<file path="config.mk">
export PLATFORM = sky130hd
export DESIGN_NAME = alu_select_mux_flat
export DESIGN_NICKNAME = d
export VERILOG_FILES = /design/src/rtl/alu_select_mux_if.sv /design/src/rtl/alu_select_mux.sv /design/src/flat_wrapper.sv
export SDC_FILE = /design/constraint.sdc
export NUM_CORES = 1
export LEC_CHECK = 0
export ABC_AREA = 0
export CAP_MARGIN = 20
export CORE_MARGIN = 3
export CORE_UTILIZATION = 54
export DETAILED_ROUTE_END_ITERATION = 16
export PLACE_DENSITY = 0.88
export SYNTH_ARGS = -nofsm -noshare
export SYNTH_HDL_FRONTEND = slang
export SYNTH_SLANG_ARGS = --single-unit
</file>
<file path="constraint.sdc">
create_clock -name clk -period 1.7 [get_ports clk]
set_input_delay 0.425 -clock clk [delete_from_list [all_inputs] [get_ports clk]]
set_output_delay 0.425 -clock clk [all_outputs]
set_load 0.1 [all_outputs]
</file>
<file path="src/rtl/alu_select_mux_if.sv">
`default_nettype none
// ============================================================================
//  Module      : alu_select_mux_if
//  Description : Bus bundle for the ALU operand/result select datapath.
//                master drives operands, B-invert and op select and
//                receives the registered result; slave is the datapath.
//  Signals     : in_valid, in1, in2, bi, op   (master -> slave)
//                out_valid, result, cout      (slave -> master)
//  Revision    : 1.0  initial release
// ============================================================================
interface alu_select_mux_if #(
    parameter int WIDTH = 32
);
    logic             in_valid;
    logic [WIDTH-1:0] in1;
    logic [WIDTH-1:0] in2;
    logic             bi;
    logic [1:0]       op;
    logic             out_valid;
    logic [WIDTH-1:0] result;
    logic             cout;

    modport master (
        output in_valid, in1, in2, bi, op,
        input  out_valid, result, cout
    );

    modport slave (
        input  in_valid, in1, in2, bi, op,
        output out_valid, result, cout
    );
endinterface
`default_nettype wire

</file>
<file path="src/rtl/alu_select_mux.sv">
`default_nettype none
// ============================================================================
//  Module      : alu_select_mux
//  Description : Registered operand-select (in2 / ~in2) and result-select
//                (AND / OR / ADD / op3) stage of the ALU. One-cycle latency,
//                one sample per cycle, no backpressure.
//  Ports       : clk      - rising-edge clock
//                rst_n    - asynchronous active-low reset
//                alu_bus  - alu_select_mux_if.slave (operands in, result out)
//  Options     : ALU_SLT_EN - when defined, op=11 returns signed in1<in2
//                (subtraction forced); otherwise op=11 returns zero.
//  Revision    : 1.0  initial release
// ============================================================================
module alu_select_mux #(
    parameter int WIDTH = 32
) (
    input  wire               clk,
    input  wire               rst_n,
    alu_select_mux_if.slave   alu_bus
);
    localparam logic [1:0] c_OP_AND = 2'b00;
    localparam logic [1:0] c_OP_OR  = 2'b01;
    localparam logic [1:0] c_OP_ADD = 2'b10;
    localparam logic [1:0] c_OP_3   = 2'b11;

    logic             bi_eff;
    logic [WIDTH-1:0] bmux;
    logic [WIDTH:0]   sum_full;
    logic [WIDTH-1:0] op3_val;
    logic [WIDTH-1:0] mux_out;

    logic [WIDTH-1:0] result_d, result_q;
    logic             cout_d, cout_q;
    logic             out_valid_d, out_valid_q;

`ifdef ALU_SLT_EN
    logic sub_ovf;
    logic slt;

    // op3 needs in1 - in2, so the invert/carry-in is forced on for it.
    assign bi_eff  = alu_bus.bi | (alu_bus.op == c_OP_3);
    // Signed overflow of a subtraction: operand signs differ and the
    // difference's sign differs from in1's sign.
    assign sub_ovf = (alu_bus.in1[WIDTH-1] != alu_bus.in2[WIDTH-1]) &&
                     (sum_full[WIDTH-1] != alu_bus.in1[WIDTH-1]);
    assign slt     = sum_full[WIDTH-1] ^ sub_ovf;
    assign op3_val = {{(WIDTH-1){1'b0}}, slt};
`else
    assign bi_eff  = alu_bus.bi;
    assign op3_val = '0;
`endif

    // bi doubles as the adder carry-in, so bi=1 yields in1 + ~in2 + 1.
    assign bmux     = bi_eff ? ~alu_bus.in2 : alu_bus.in2;
    assign sum_full = {1'b0, alu_bus.in1} + {1'b0, bmux} + {{WIDTH{1'b0}}, bi_eff};

    always_comb begin
        mux_out = '0;
        case (alu_bus.op)
            c_OP_AND: mux_out = alu_bus.in1 & alu_bus.in2;
            c_OP_OR:  mux_out = alu_bus.in1 | alu_bus.in2;
            c_OP_ADD: mux_out = sum_full[WIDTH-1:0];
            c_OP_3:   mux_out = op3_val;
            default:  mux_out = '0;
        endcase
    end

    // Adder always runs, so cout is captured for every op.
    always_comb begin
        result_d    = result_q;
        cout_d      = cout_q;
        out_valid_d = alu_bus.in_valid;
        if (alu_bus.in_valid) begin
            result_d = mux_out;
            cout_d   = sum_full[WIDTH];
        end
    end

    always_ff @(posedge clk or negedge rst_n) begin
        if (!rst_n) begin
            result_q    <= '0;
            cout_q      <= 1'b0;
            out_valid_q <= 1'b0;
        end else begin
            result_q    <= result_d;
            cout_q      <= cout_d;
            out_valid_q <= out_valid_d;
        end
    end

    assign alu_bus.result    = result_q;
    assign alu_bus.cout      = cout_q;
    assign alu_bus.out_valid = out_valid_q;
endmodule
`default_nettype wire

</file>
<file path="src/flat_wrapper.sv">
// flat-port wrapper written by rule: the top's interface ports become plain ports
module alu_select_mux_flat 
#(
    parameter int WIDTH = 32
)
  (clk, rst_n, alu_bus_in_valid, alu_bus_in1, alu_bus_in2, alu_bus_bi, alu_bus_op, alu_bus_out_valid, alu_bus_result, alu_bus_cout);
  alu_select_mux_if #(.WIDTH(WIDTH)) alu_bus_i ();
  input  wire clk;
  input  wire rst_n;
  input wire logic [$bits(alu_bus_i.in_valid)-1:0] alu_bus_in_valid;
  input wire logic [$bits(alu_bus_i.in1)-1:0] alu_bus_in1;
  input wire logic [$bits(alu_bus_i.in2)-1:0] alu_bus_in2;
  input wire logic [$bits(alu_bus_i.bi)-1:0] alu_bus_bi;
  input wire logic [$bits(alu_bus_i.op)-1:0] alu_bus_op;
  output wire logic [$bits(alu_bus_i.out_valid)-1:0] alu_bus_out_valid;
  output wire logic [$bits(alu_bus_i.result)-1:0] alu_bus_result;
  output wire logic [$bits(alu_bus_i.cout)-1:0] alu_bus_cout;
  assign alu_bus_i.in_valid = alu_bus_in_valid;
  assign alu_bus_i.in1 = alu_bus_in1;
  assign alu_bus_i.in2 = alu_bus_in2;
  assign alu_bus_i.bi = alu_bus_bi;
  assign alu_bus_i.op = alu_bus_op;
  assign alu_bus_out_valid = alu_bus_i.out_valid;
  assign alu_bus_result = alu_bus_i.result;
  assign alu_bus_cout = alu_bus_i.cout;
  alu_select_mux #(.WIDTH(WIDTH)) u_core (.clk(clk), .rst_n(rst_n), .alu_bus(alu_bus_i));
endmodule
</file>
==> key figures, run 1 <==
Die
  – Row cnt: 30
  – Starting density of the core: 56.25%
  – Die width: 90.59 µm
  – Die height: 90.59 µm
  – IO Pins: 104

Clock tree
  – Num Clock Sinks: 34
  – Clock Tree Root: clkbuf_8
  – Hold Buf Count CTS: 0
  – Longest Clk Path Bufs: 2
  – # resized after CTS: roughly 110
  – CTS H-tree lvls: 2
  – CTS Buf Count: 5
  – Total setup buffers inserted after CTS: 28

Run status
  – Failing step: clock tree synthesis (4_1_cts)
  – Status: stopped before the end
  – Error msg: [ERROR DPL-0038] Utilization greater than 100%, impossible to legalize

Placement
  – Port buffer count: 103
  – DP Wirelength: 12420 µm
  – RD Place Congestion: around 1.1
  – Pre-CTS setup slack: -1619 ps

Synth
  – Main combinational cell family by area after synthesis: compound AO/OA/AOI/OAI gates
  – Count leader, synth: a21oi_1
  – Synth area leader: dfrtp_1
  – Post-synth EDFFs: 0
  – Synth Register Bits: 34
  – Unique masters post-synth: 59
  – FFs w/ async S/R, synth: 100.0%
  – Seq/Total Area, Yosys: between 20% and 30%
  – Syn Inst Count: 460
  – Commonest cells post-synth: a21oi_1, xor2_1, nor2_1
  – Dominant synthesized flop cell: dfrtp_1
  – Mux cell area share after synthesis: 0.6153%
  – Post-Synth Simple-Gate Area: 11.98%
  – Area share of the leading cell type in the synthesized netlist: 22.02%
  – YS warnings: 0
  – Complex-gate fraction of the synthesized area: 29.73%
  – Synth Area in Adders: 19.04%
  – Post-synthesis area per instance: 8.399 µm²
  – Top cells by area, synth: dfrtp_1, ha_1, xor2_1
  – Syn Nets: 565
  – Post-synthesis xor/xnor area fraction: about an eighth
  – Post-synthesis cell area: 3864 µm²
[kinds of logic after synthesis]
| kind of cell | count (synthesis) |
|---|---|
| AO/OA/AOI/OAI | 168 |
| AND/OR/NAND/NOR | 98 |
| adder cells (fa/ha/maj) | 64 |
| XOR/XNOR | 57 |
| buffers and inverters | 37 |
| flip-flops | 34 |
| multiplexers | 2 |
[stage by stage]
stage / cell area (µm²) / TNS (ps) / cells / utilization [%]
after floorplan: 3978 / -25170 / 460 / -
after global placement: 6274 / -38070 / 752 / 91.33
after detailed placement: 6274 / -43050 / 752 / 91.33
==> run 2, diff against run 1 <==
Settings changed: CORE_UTILIZATION 54 to 40, PLACE_DENSITY 0.88 to not set, PLACE_DENSITY_LB_ADDON set to 0.15.
==> run 2 against run 1 <==
The flow now finishes, with violations (negative setup slack); synthesized area unchanged; synthesized cell count unchanged.
==> key figures, run 2 <==
Die
  – Row cnt: 35
  – Die width: 104.3 µm
  – Die height: 104.3 µm
  – Die Area: 10870 µm²
  – Total core area: 9328 µm²
  – Starting density of the core: 41.42%
  – IO Pins: 104

Layout
  – Layout cells sized above 1: 39.89%
  – Most frequent cells in the layout: buf_4, a21oi_1, clkdlybuf4s50_1, buf_12
  – Area delta synth->final: 82.84%
  – Largest register FFs: 32
  – Final cell count without fillers: 831
  – Ant. Diodes: 0
  – Fin nets: 806
  – Commonest non-fill, non-tap cell in the layout: buf_4

Route
  – Iter 0 DRT Violations: 182
  – TritonRoute pass-1 iters: 5
  – Wire per inst: 17.40 µm
  – Routed Wire Length: 14460 µm
  – # DRC: 0
  – Antenna Nets Post-Route: 0
  – Vias: about 4600
  – Via/cell ratio: 5.586

Clock tree
  – Clock-pin slew on the worst setup and hold paths: about 70 ps
  – Clock Tree Root: clkbuf_8
  – CTS H-tree lvls: 2
  – Num Clock Sinks: 34
  – CTS tree: yes
  – Hold Buf Count CTS: 0
  – Clk Latency, worst-skew pair: 280 ps
  – Longest Clk Path Bufs: 2
  – CTS Buf Count: 5

Worst hold path
  – Worst hold path type: input port to flip-flop

Power and ir drop
  – Worst VDD drop: 0.5823 mV
  – Power per cell area: 825.2 nW/µm²
  – Lkg Pwr: around 3.2 nW

Synth
  – Seq/Total Area, Yosys: 22.02%
  – Syn Inst Count: 460
  – Area share of the leading cell type in the synthesized netlist: 22.02%
  – Complex-gate fraction of the synthesized area: slightly below 30%
  – Main combinational cell family by area after synthesis: compound AO/OA/AOI/OAI gates
  – Dominant synthesized flop cell: dfrtp_1
  – Top cells by area, synth: dfrtp_1, ha_1, xor2_1
  – Synth area leader: dfrtp_1
  – Post-synthesis xor/xnor area fraction: 12.92%
  – Post-Synth Simple-Gate Area: about an eighth
  – Unique masters post-synth: 59
  – Count leader, synth: a21oi_1
  – Mux cell area share after synthesis: 0.6153%
  – Post-synthesis cell area: 3864 µm²
  – Syn Nets: 565
  – Post-synth EDFFs: 0
  – Synth Register Bits: 34
  – FFs w/ async S/R, synth: 100.0%
  – Commonest cells post-synth: a21oi_1, xor2_1, nor2_1
  – Synth Area in Adders: about a fifth
  – YS warnings: 0
  – Post-synthesis area per instance: 8.399 µm²

Worst setup path
  – Critical Path Start Type: input port
  – CP max FO: 6
  – Worst Setup End Kind: flip-flop
  – Worst setup path category: input port to flip-flop
  – WP data required: 1860 ps
  – Worst EP arrival: roughly 3000 ps

Global routing
  – First-pass GRT wire length: 22540 µm
  – Total gr overflow: 0
  – Largest net degree at the start of global routing: 35
  – Initial antenna violation count: 0
  – GRT Total Usage: 24.77%
  – Number of global-route vias before repair: 4731

Timing
  – Final hold slack: about 370 ps
  – Clock Skew: 0 ps
  – Measured slew at the worst slew-check pin: 403.2 ps
  – Final WS setup: -1090 ps
  – Clock period minus worst slack: 2790 ps
  – Slew Limit Fails: 0
  – Final period util: 164.1%
  – Unrepaired setup endpoints after global routing: true
  – Highest Clock Rate: 358.5 MHz
  – Setup TNS: -26660 ps
  – Final hold violation count: 0
  – Endpoints failing setup: 31
  – Worst slew margin: 73.12%

Placement
  – DP Wirelength: 10250 µm
  – Pre-CTS setup slack: -1617 ps
  – RD Place Congestion: 0.9375
  – Port buffer count: ~100
  – Placed Instances: 792

Job
  – Max_cap viols: 0

Run status
  – Status: finished, violations left
  – Failing checks: negative setup slack
-- run 2: what timing repair did --
item	4_1_cts	5_1_grt
pin swaps	87	61
resized for setup	63	41
buffers inserted	24	10
endpoints found under the setup margin	32	31
-- run 2: final cells by class --
type,instances,area [µm²]
flip-flops and latches,34,850.8
clock buffers,8,110.1
fillers,638,2263
repair buffers,261,2620
well taps,129,161.4
inverters,10,37.54
multi-input cells,389,3284
-- run 2: logic make-up after synthesis --
kind of cell,after synthesis
AND/OR/NAND/NOR,98
XOR/XNOR,57
multiplexers,2
AO/OA/AOI/OAI,168
buffers and inverters,37
adder cells (fa/ha/maj),64
flip-flops,34
-- run 2: final timing paths --
path,cells past startpoint,end,start,slack (ps)
worst min-delay path,1,u_core.alu_bus.out_valid,alu_bus_in_valid,370
worst max register to register,2,u_core.alu_bus.result[31],u_core.alu_bus.result[31],710
worst min register to register,1,u_core.alu_bus.result[1],u_core.alu_bus.result[1],540
max in group asynchronous,2,u_core.alu_bus.result[7],rst_n,1000
worst max-delay path,15,u_core.alu_bus.result[30],alu_bus_bi,-1090
min in group asynchronous,2,u_core.alu_bus.result[26],rst_n,520
-- run 2: worst max-delay path, cell delays in order --
cell	delay, ps
buf_8	100
buf_8	130
xor2_4	160
inv_2	60
fa_2	400
inv_2	60
a21o_1	150
a41o_1	280
a221oi_4	100
buf_6	140
o21a_4	220
o21a_4	220
o31ai_4	250
xnor2_1	150
a22oi_1	100
-- run 2: power breakdown --
part / internal, W / leakage [nW] / switching, W / total, W
Sequential: 0.000926 / 0.403 / 0.000142 / 0.00107
Combinational: 0.00185 / 2.75 / 0.00219 / 0.00403
Clock: 0.000410 / 0.0575 / 0.000318 / 0.000728
-- run 2: per-stage QoR --
stage	cell area [µm²]	utilization, %	total power, W
2_1_floorplan	3978	-	0.003110
3_3_place_gp	6355	68.13	0.004572
3_5_place_dp	6355	68.13	0.004629
4_1_cts	6810	73.01	0.005583
5_1_grt	7064	75.73	0.006098
6_report	7064	75.73	0.005830
-- run 2: layer usage --
layer,vias to the layer above,routed length (µm),track usage [%]
li1,2172,-,-
met1,2232,6110,30.83
met2,194,7041,42.90
met3,44,823,4.159
met4,0,483,8.927
met5,-,0,0
Power figures use the tool's default switching activity.
==> run 3, diff against run 2 <==
Settings changed: PLACE_DENSITY set to 0.65, PLACE_DENSITY_LB_ADDON 0.15 to not set.
==> run 3 against run 2 <==
The flow still finishes with violations (negative setup slack); critical path depth unchanged; core utilization up 1.7 points; via count is 0.95% lower; final cell count is 0.24% higher; largest power group unchanged.
==> key figures, run 3 (same netlist as run 2, synthesis figures left out) <==
Layout
  – Area delta synth->final: 87.05%
  – Commonest non-fill, non-tap cell in the layout: buf_4
  – Fin nets: 808
  – Layout cells sized above 1: 41.62%
  – Largest register FFs: 32
  – Most frequent cells in the layout: buf_4, a21oi_1, clkdlybuf4s50_1, buf_12
  – Ant. Diodes: 0

Power and ir drop
  – Sw power: 0.002723 W
  – Lkg Pwr: 3.238 nW
  – Clk pwr share: between 15 and 20%
  – Int Power: 0.003356 W
  – Worst VDD drop: 0.4770 mV
  – Share of power burned in registers: 17.5%
  – Switching share of total power: around 45%
  – Tot Pwr: 0.006080 W
  – Power per cell area: between 800 and 900 nW/µm²
  – Gate power share: roughly 67%

Timing
  – Final hold violation count: 0
  – Measured slew at the worst slew-check pin: 443.1 ps
  – Endpoints failing setup: 31
  – Clock period minus worst slack: 2697 ps
  – Setup TNS: -23790 ps
  – Clock Skew: 0 ps
  – Worst slew margin: 70.46%
  – Final period util: 158.7%
  – Slew Limit Fails: 0
  – Unrepaired setup endpoints after global routing: true
  – Final WS setup: -997.2 ps
  – Highest Clock Rate: 370.7 MHz
  – Final hold slack: 58.34 ps

Clock tree
  – Clock-pin slew on the worst setup and hold paths: 90 ps
  – Num Clock Sinks: 34
  – CTS H-tree lvls: 2
  – Hold Buf Count CTS: 0
  – Clock Tree Root: clkbuf_8
  – Longest Clk Path Bufs: 2
  – CTS Buf Count: 5
  – CTS tree: yes
  – Clk Latency, worst-skew pair: 300 ps

Worst hold path
  – Worst hold path type: input port to async pin

Placement
  – Port buffer count: 103
  – DP Wirelength: ~11000 µm
  – RD Place Congestion: between 0.9 and 1

Worst setup path
  – WP buf/inv: 5
  – CP max FO: 6
  – Slowest cell delay on critical path: 330 ps
  – WP data required: ~1900 ps
  – Origin of the critical flop-to-flop path: u_core.alu_bus.result[31]
  – Crit-path slowest cell: a221oi_4
  – Worst setup path category: input port to flip-flop
  – Worst Setup End Kind: flip-flop
  – RR Endpoint: u_core.alu_bus.result[31]
  – Cell mode on critical path: buf_12
  – Critical Path Start Type: input port
  – CP Cell Sequence: buf_8 > buf_12 > buf_12 > mux2i_4 > fa_2 > inv_2 > a21o_1 > a41o_4 > a221oi_4 > o211ai_2 > o21ai_2 > buf_4 > xnor2_1 > a22oi_1 > a21oi_1
  – Worst reg2reg path depth: 2
  – Worst EP arrival: around 2900 ps
  – Reg2reg setup slack: 680 ps
  – CP delay by family, top: compound AO/OA/AOI/OAI gates

Route
  – Vias: 4598
  – Top Metal Used: met4
  – Wire per inst: 18.16 µm
  – M1 WL: 6201 µm
  – WL met2: 7809 µm
  – Iter 0 DRT Violations: between 150 and 200
  – TritonRoute pass-1 iters: 4
  – Routed Wire Length: approximately 15000 µm
  – Routed length on met3: 663 µm
  – Antenna Nets Post-Route: 0
  – # DRC: 0
  – Via/cell ratio: roughly 5.5

Global routing
  – Total gr overflow: 0
  – First-pass GRT wire length: 23680 µm
  – Number of global-route vias before repair: approximately 4800
  – Largest net degree at the start of global routing: 51
  – GRT Total Usage: 26.58%
  – Initial antenna violation count: 0

Die
  – Starting density of the core: between 40% and 50%
  – Row cnt: 35
  – Total core area: 9328 µm²
  – IO Pins: 104
  – Die height: ~100 µm
  – Die width: 104.3 µm
  – Die Area: between 10000 and 15000 µm²

Job
  – Max_cap viols: 0

Run status
  – Status: finished, violations left
  – Failing checks: negative setup slack
-- run 3: cell count changes in the layout (fill, tap and decap cells not counted), sizes merged, moves of 2 or more --
| cell | delta |
|---|---|
| clkbuf | -5 |
| buf | +3 |
| bufinv | +2 |
| dlygate4sd2 | +2 |
| clkdlybuf4s50 | -5 |
| clkdlybuf4s15 | +5 |
-- run 3: stage by stage --
step | setup WS [ps] | util [%] | cell area [µm²] | cells
CTS | -923.8 | 75.69 | 7061 | 826
floorplan | -1089 | - | 3978 | 460
global route | -1036 | 77.48 | 7227 | 833
detailed placement | -1645 | 68.50 | 6390 | 794
global placement | -1543 | 68.50 | 6390 | 794
finish | -997.2 | 77.48 | 7227 | 833
-- run 3: area by class of cell --
class / count / area, µm²
well taps: 129 / 161.4
clock inverters: 3 / 68.82
repair buffers: 263 / 2684
inverters: 10 / 41.29
clock buffers: 5 / 68.82
flip-flops and latches: 34 / 850.8
fillers: 632 / 2101
multi-input cells: 389 / 3352
-- run 3: worst max-delay path by stage --
stage                   start  depth (start not counted)  slack, ps                        end
2_1_floorplan      alu_bus_bi                         13      -1090  u_core.alu_bus.result[24]
3_3_place_gp   alu_bus_in2[4]                         12      -1540  u_core.alu_bus.result[26]
3_5_place_dp   alu_bus_in2[1]                         13      -1650  u_core.alu_bus.result[30]
4_1_cts            alu_bus_bi                         14       -920  u_core.alu_bus.result[28]
5_1_grt            alu_bus_bi                         14      -1040  u_core.alu_bus.result[25]
6_report           alu_bus_bi                         15      -1000  u_core.alu_bus.result[20]
-- run 3: what timing repair did --
item,4_1_cts,5_1_grt
hold endpoints to repair,0,0
gates cloned,1,0
setup endpoints to repair,32,32
gates resized for setup,100,27
setup buffers,26,8
pin swaps,100,37
-- run 3: power groups by stage --
stage	Combinational [W]	Clock, W	Sequential, W
after floorplan	0.00125	0	0.00186
after global routing	0.00426	0.00101	0.00108
after CTS	0.00388	0.000970	0.00106
after global placement	0.00350	0	0.00108
final	0.00406	0.000959	0.00107
after detailed placement	0.00355	0	0.00108
-- run 3: per-layer routing --
metal	global-route usage (%)	up-vias
met5	0	-
met4	9.402	0
met3	2.731	36
met2	48.34	158
met1	32.30	2223
li1	-	2181
-- run 3: worst reg2reg max path, cell delays in order, from the launching register on --
cell	delay, ps
dfrtp_1	420
a221oi_1	340
o211ai_1	130
==> run 4, diff against run 3 <==
Clock period 1.7 ns to 2.5 ns, I/O delays scaled along.
==> run 4 against run 3 <==
The flow still finishes with violations (negative setup slack); sequential share of layout area grew 0.97 points; register-to-register slack gained 900 ps; clock skew is the same; routed wire length shrank 6.5%; non-clock buffer count shrank 8; count of clock-buffer cells in the layout is the same; critical path type unchanged; highest routed layer unchanged.
==> key figures, run 4 (same netlist as run 2, synthesis figures left out) <==
Clock tree
  – Clk Latency, worst-skew pair: 290 ps
  – Longest Clk Path Bufs: 2
  – Clock-pin slew on the worst setup and hold paths: 80 ps
  – CTS tree: yes
  – Num Clock Sinks: 34
  – CTS H-tree lvls: 2
  – CTS Buf Count: 5
  – Clock Tree Root: clkbuf_8
  – Hold Buf Count CTS: 0

Power and ir drop
  – Share of power burned in registers: between 10% and 20%
  – Int Power: 0.001966 W
  – Sw power: between 0.0015 and 0.002 W
  – Gate power share: 67.6%
  – Switching share of total power: around 47%
  – Power per cell area: around 560 nW/µm²
  – Lkg Pwr: 3.036 nW
  – Clk pwr share: 14.1%
  – Tot Pwr: between 0.003 and 0.004 W
  – Worst VDD drop: approximately 0.29 mV

Placement
  – Pre-CTS setup slack: -964.9 ps
  – DP Wirelength: 10120 µm
  – Port buffer count: 103
  – RD Place Congestion: 0.9492

Worst setup path
  – Worst EP arrival: about 3000 ps
  – WP buf/inv: 3
  – Critical Path Start: alu_bus_bi
  – CP max FO: 6
  – Reg2reg setup slack: 1580 ps
  – Crit-path slowest cell: a221oi_4
  – Worst Setup End Kind: flip-flop
  – CP delay by family, top: compound AO/OA/AOI/OAI gates
  – Origin of the critical flop-to-flop path: u_core.alu_bus.result[31]
  – Slowest cell delay on critical path: 340 ps
  – Critical Path Start Type: input port
  – Worst setup path category: input port to flip-flop
  – WP data required: 2660 ps
  – CP Cell Sequence: buf_12 > buf_12 > xor2_4 > ha_4 > a21o_1 > a21o_1 > a41o_1 > a221oi_4 > o211ai_2 > o21ai_2 > buf_4 > xnor2_1 > a22oi_1 > a21oi_1

Layout
  – Ant. Diodes: 0
  – Fin nets: 800
  – Commonest non-fill, non-tap cell in the layout: buf_4
  – Layout cells sized above 1: 40.23%
  – Area delta synth->final: 72.80%
  – FILL cells: 705
  – Most frequent cells in the layout: buf_4, a21oi_1, clkdlybuf4s50_1, nor2_1, dfrtp_1
  – Largest register FFs: 32
  – Final Util: 71.58%

Timing
  – Slew Limit Fails: 0
  – Final WS setup: -350.8 ps
  – Endpoints failing setup: 25
  – Final period util: 114.0%
  – Final hold slack: 492.0 ps
  – Highest Clock Rate: roughly 350 MHz
  – Unrepaired setup endpoints after global routing: true
  – Worst slew margin: between 50% and 60%
  – Measured slew at the worst slew-check pin: 602.0 ps
  – Clock Skew: 0 ps
  – Clock period minus worst slack: 2851 ps
  – Final hold violation count: 0

Global routing
  – Largest net degree at the start of global routing: 60
  – GRT Total Usage: 24.71%
  – Initial antenna violation count: 0
  – Total gr overflow: 0
  – First-pass GRT wire length: 22120 µm
  – Number of global-route vias before repair: 4508

Route
  – Routed Wire Length: approximately 14000 µm
  – Vias: approximately 4500
  – TritonRoute pass-1 iters: 4
  – Via/cell ratio: 5.474
  – Wire per inst: 17.14 µm
  – Antenna Nets Post-Route: 0
  – Iter 0 DRT Violations: ~210
  – # DRC: 0

Worst hold path
  – Worst hold path type: flip-flop to flip-flop
  – Beginning of the worst hold path: u_core.alu_bus.result[1]

Run status
  – Status: finished, violations left
  – Failing checks: negative setup slack

Die
  – Die width: 104.3 µm
  – Total core area: about 9300 µm²
  – Starting density of the core: 41.42%
  – IO Pins: 104
  – Die height: 104.3 µm
  – Die Area: 10870 µm²
  – Row cnt: 35

Job
  – Max_cap viols: 0
## run 4: cell types whose count changed in the layout (fill, tap and decap cells not counted), moves of 3 or more
| cell | previous run | this run |
|---|---|---|
| buf_12 | 39 | 4 |
| clkdlybuf4s50_1 | 39 | 44 |
| ha_4 | 6 | 9 |
| o21ai_1 | 4 | 7 |
| buf_4 | 141 | 169 |
| clkdlybuf4s15_1 | 3 | 0 |
| o21ai_2 | 8 | 4 |
## run 4: worst paths after layout
path | depth (start not counted) | to
max in group asynchronous | 2 | u_core.alu_bus.result[13]
worst max register to register | 2 | u_core.alu_bus.result[31]
worst max-delay path | 14 | u_core.alu_bus.result[20]
min in group asynchronous | 2 | u_core.alu_bus.result[31]
worst min register to register | 1 | u_core.alu_bus.result[1]
worst min-delay path | 1 | u_core.alu_bus.result[1]
## run 4: area by class of cell
type | count | area (µm²) | area share [%]
inverter | 10 | 37.54 | 0.5622
clock inverter | 3 | 40.04 | 0.5997
sequential | 34 | 850.8 | 12.74
clock buffer | 5 | 68.82 | 1.031
timing repair buffer | 255 | 2172 | 32.53
tap | 129 | 161.4 | 2.418
multi-input combinational | 389 | 3346 | 50.11
## run 4: power groups by stage
stage | combinational, W | sequential [W] | clock (W)
after floorplan | 0.000844 | 0.00127 | 0
after global placement | 0.00218 | 0.000688 | 0
after CTS | 0.00240 | 0.000681 | 0.000527
after detailed placement | 0.00220 | 0.000690 | 0
after global routing | 0.00266 | 0.000692 | 0.000550
final | 0.00252 | 0.000683 | 0.000524
## run 4: per-layer routing
layer | part of all wire (%) | vias to the layer above | global-route usage, %
met3 | 4.4 | 19 | 3.104
met1 | 45 | 2190 | 32.10
li1 | - | 2172 | -
met5 | 0 | - | 0
met2 | 49 | 135 | 43.36
met4 | 1.5 | 0 | 5.983
## run 4: timing repair
action,CTS,global route
resized for setup,89,35
pin swaps,102,63
gates cloned,1,0
setup endpoints to repair,27,26
buffers inserted,28,6
## run 4: per-stage QoR
step | setup TNS (ps) | cell area [µm²] | std cells
after CTS | -6652 | 6496 | 820
after global routing | -8313 | 6676 | 825
after floorplan | -8395 | 3971 | 460
after global placement | -20690 | 5881 | 788
after detailed placement | -21910 | 5881 | 788
final | -5790 | 6676 | 825
==> RTL edit, RTL diff (settings of run 3) <==
`WIDTH` is set to 32 in 3 places; all go to 28.
--- a/src/rtl/alu_select_mux_if.sv
+++ b/src/rtl/alu_select_mux_if.sv
@@ -9,7 +9,7 @@
 //  Revision    : 1.0  initial release
 // ============================================================================
 interface alu_select_mux_if #(
-    parameter int WIDTH = 32
+    parameter int WIDTH = 28
 );
     logic             in_valid;
     logic [WIDTH-1:0] in1;
--- a/src/rtl/alu_select_mux.sv
+++ b/src/rtl/alu_select_mux.sv
@@ -12,7 +12,7 @@
 //  Revision    : 1.0  initial release
 // ============================================================================
 module alu_select_mux #(
-    parameter int WIDTH = 32
+    parameter int WIDTH = 28
 ) (
     input  wire               clk,
     input  wire               rst_n,
--- a/src/flat_wrapper.sv
+++ b/src/flat_wrapper.sv
@@ -1,7 +1,7 @@
 // flat-port wrapper written by rule: the top's interface ports become plain ports
 module alu_select_mux_flat 
 #(
-    parameter int WIDTH = 32
+    parameter int WIDTH = 28
 )
   (clk, rst_n, alu_bus_in_valid, alu_bus_in1, alu_bus_in2, alu_bus_bi, alu_bus_op, alu_bus_out_valid, alu_bus_result, alu_bus_cout);
   alu_select_mux_if #(.WIDTH(WIDTH)) alu_bus_i ();
Ports: changed (resized alu_bus_in1, alu_bus_in2 and alu_bus_result); port bits go from 104 to 92. No check against the original RTL was run, so the function may have changed too.
==> RTL edit against run 3 <==
- the flow still finishes with violations (negative setup slack)
- non-clock buffer count fell by 28
- count of clock-buffer cells in the layout increased by 1
- sequential cell count fell by 4
- power down 14%
- worst setup slack improved by 0.056 ns
- combinational power fell by 11%
- area after synthesis down 13%
- cell area fell by 11%
- routed wire length decreased by 9.8%
- critical path type unchanged
==> RTL edit: results (changes against run 3) <==
status=finished, violations left (unchanged); violated checks=negative setup slack (unchanged); Nets=726 (was 808); Synth top cells by count=a21oi_1 (44), xor2_1 (37), nor2_1 (35) (was a21oi_1 (57), xor2_1 (39), nor2_1 (35)); post-CTS setup buffer count=30 (was 26); wire length on met3=864 um (was 663 um); max reg flops=28 (was 32); r2r setup slk=0.83 ns (was 0.68 ns); Setup WS post-layout=-0.9412 ns (was -0.9972 ns); dpl ws=-1.642 ns (was -1.645 ns); placed insts=698 (was 794); Syn Nets=504 (was 565); post-route setup TNS=-18.41 ns (was -23.79 ns); Clk pwr share=12.7% (was 15.8%); XOR/XNOR Fraction of Synth Area=11.92% (was 12.92%); length of routed met2 wiring=6816 um (was 7809 um); DR vias/cell=5.640 (was 5.520); sequential area share after synthesis=22.21% (was 22.02%); Synth Area in Adders=19.10% (was 19.04%); syn avg cell area=8.223 sq um (was 8.399 sq um); number of global-route vias before repair=4353 (was 4806); P_sw=2.441 mW (was 2.723 mW); vias=4151 (was 4598); worst min path class=input port to register (was input port to async pin); setup violators final=26 (was 31); GR Layer Usage met1=35.21% (was 32.30%); post-synthesis compound-gate area fraction=25.84% (was 29.73%)
## RTL edit: cell types whose count changed in the layout (fill, tap and decap cells not counted), moves of 6 or more
cell / run 3 / this run
a21o_1: 22 / 11
a21oi_1: 43 / 29
a22oi_1: 19 / 13
buf_4: 141 / 135
clkdlybuf4s50_1: 39 / 29
ha_1: 27 / 14
o211ai_1: 9 / 3
or3_1: 2 / 8
xnor2_1: 14 / 6
xor2_1: 33 / 27
## RTL edit: layout make-up
type                            count  area (sq um)
Clock buffer                        6         82.58
Clock inverter                      2         12.51
Fill cell                         503          1525
Inverter                           10         37.54
Multi-Input combinational cell    351          3105
Sequential cell                    30         750.7
Tap cell                          102         127.6
Timing Repair Buffer              235          2326
## RTL edit: worst paths after layout
path / start / endpoint / cells after the start
setup / recovery: alu_bus_bi / u_core.alu_bus.result[18]$_DFFE_PN0P_ / 13
hold / removal: alu_bus_in2[0] / u_core.alu_bus.result[0]$_DFFE_PN0P_ / 3
setup reg to reg: u_core.alu_bus.result[25]$_DFFE_PN0P_ / u_core.alu_bus.result[25]$_DFFE_PN0P_ / 1
hold reg to reg: u_core.alu_bus.result[1]$_DFFE_PN0P_ / u_core.alu_bus.result[1]$_DFFE_PN0P_ / 1
max in group asynchronous: rst_n / u_core.alu_bus.result[15]$_DFFE_PN0P_ / 2
min in group asynchronous: rst_n / u_core.alu_bus.result[25]$_DFFE_PN0P_ / 2
## RTL edit: critical path: cells and delay by family
| family | cells | cell delay, ns |
|---|---|---|
| xor gates and xnor gates | 2 | 0.29 |
| and+or+nand+nor | 2 | 0.37 |
| adders and majority gates | 1 | 0.38 |
| buffers and inverters | 3 | 0.32 |
| AOI/OAI and AO/OA | 5 | 1.02 |
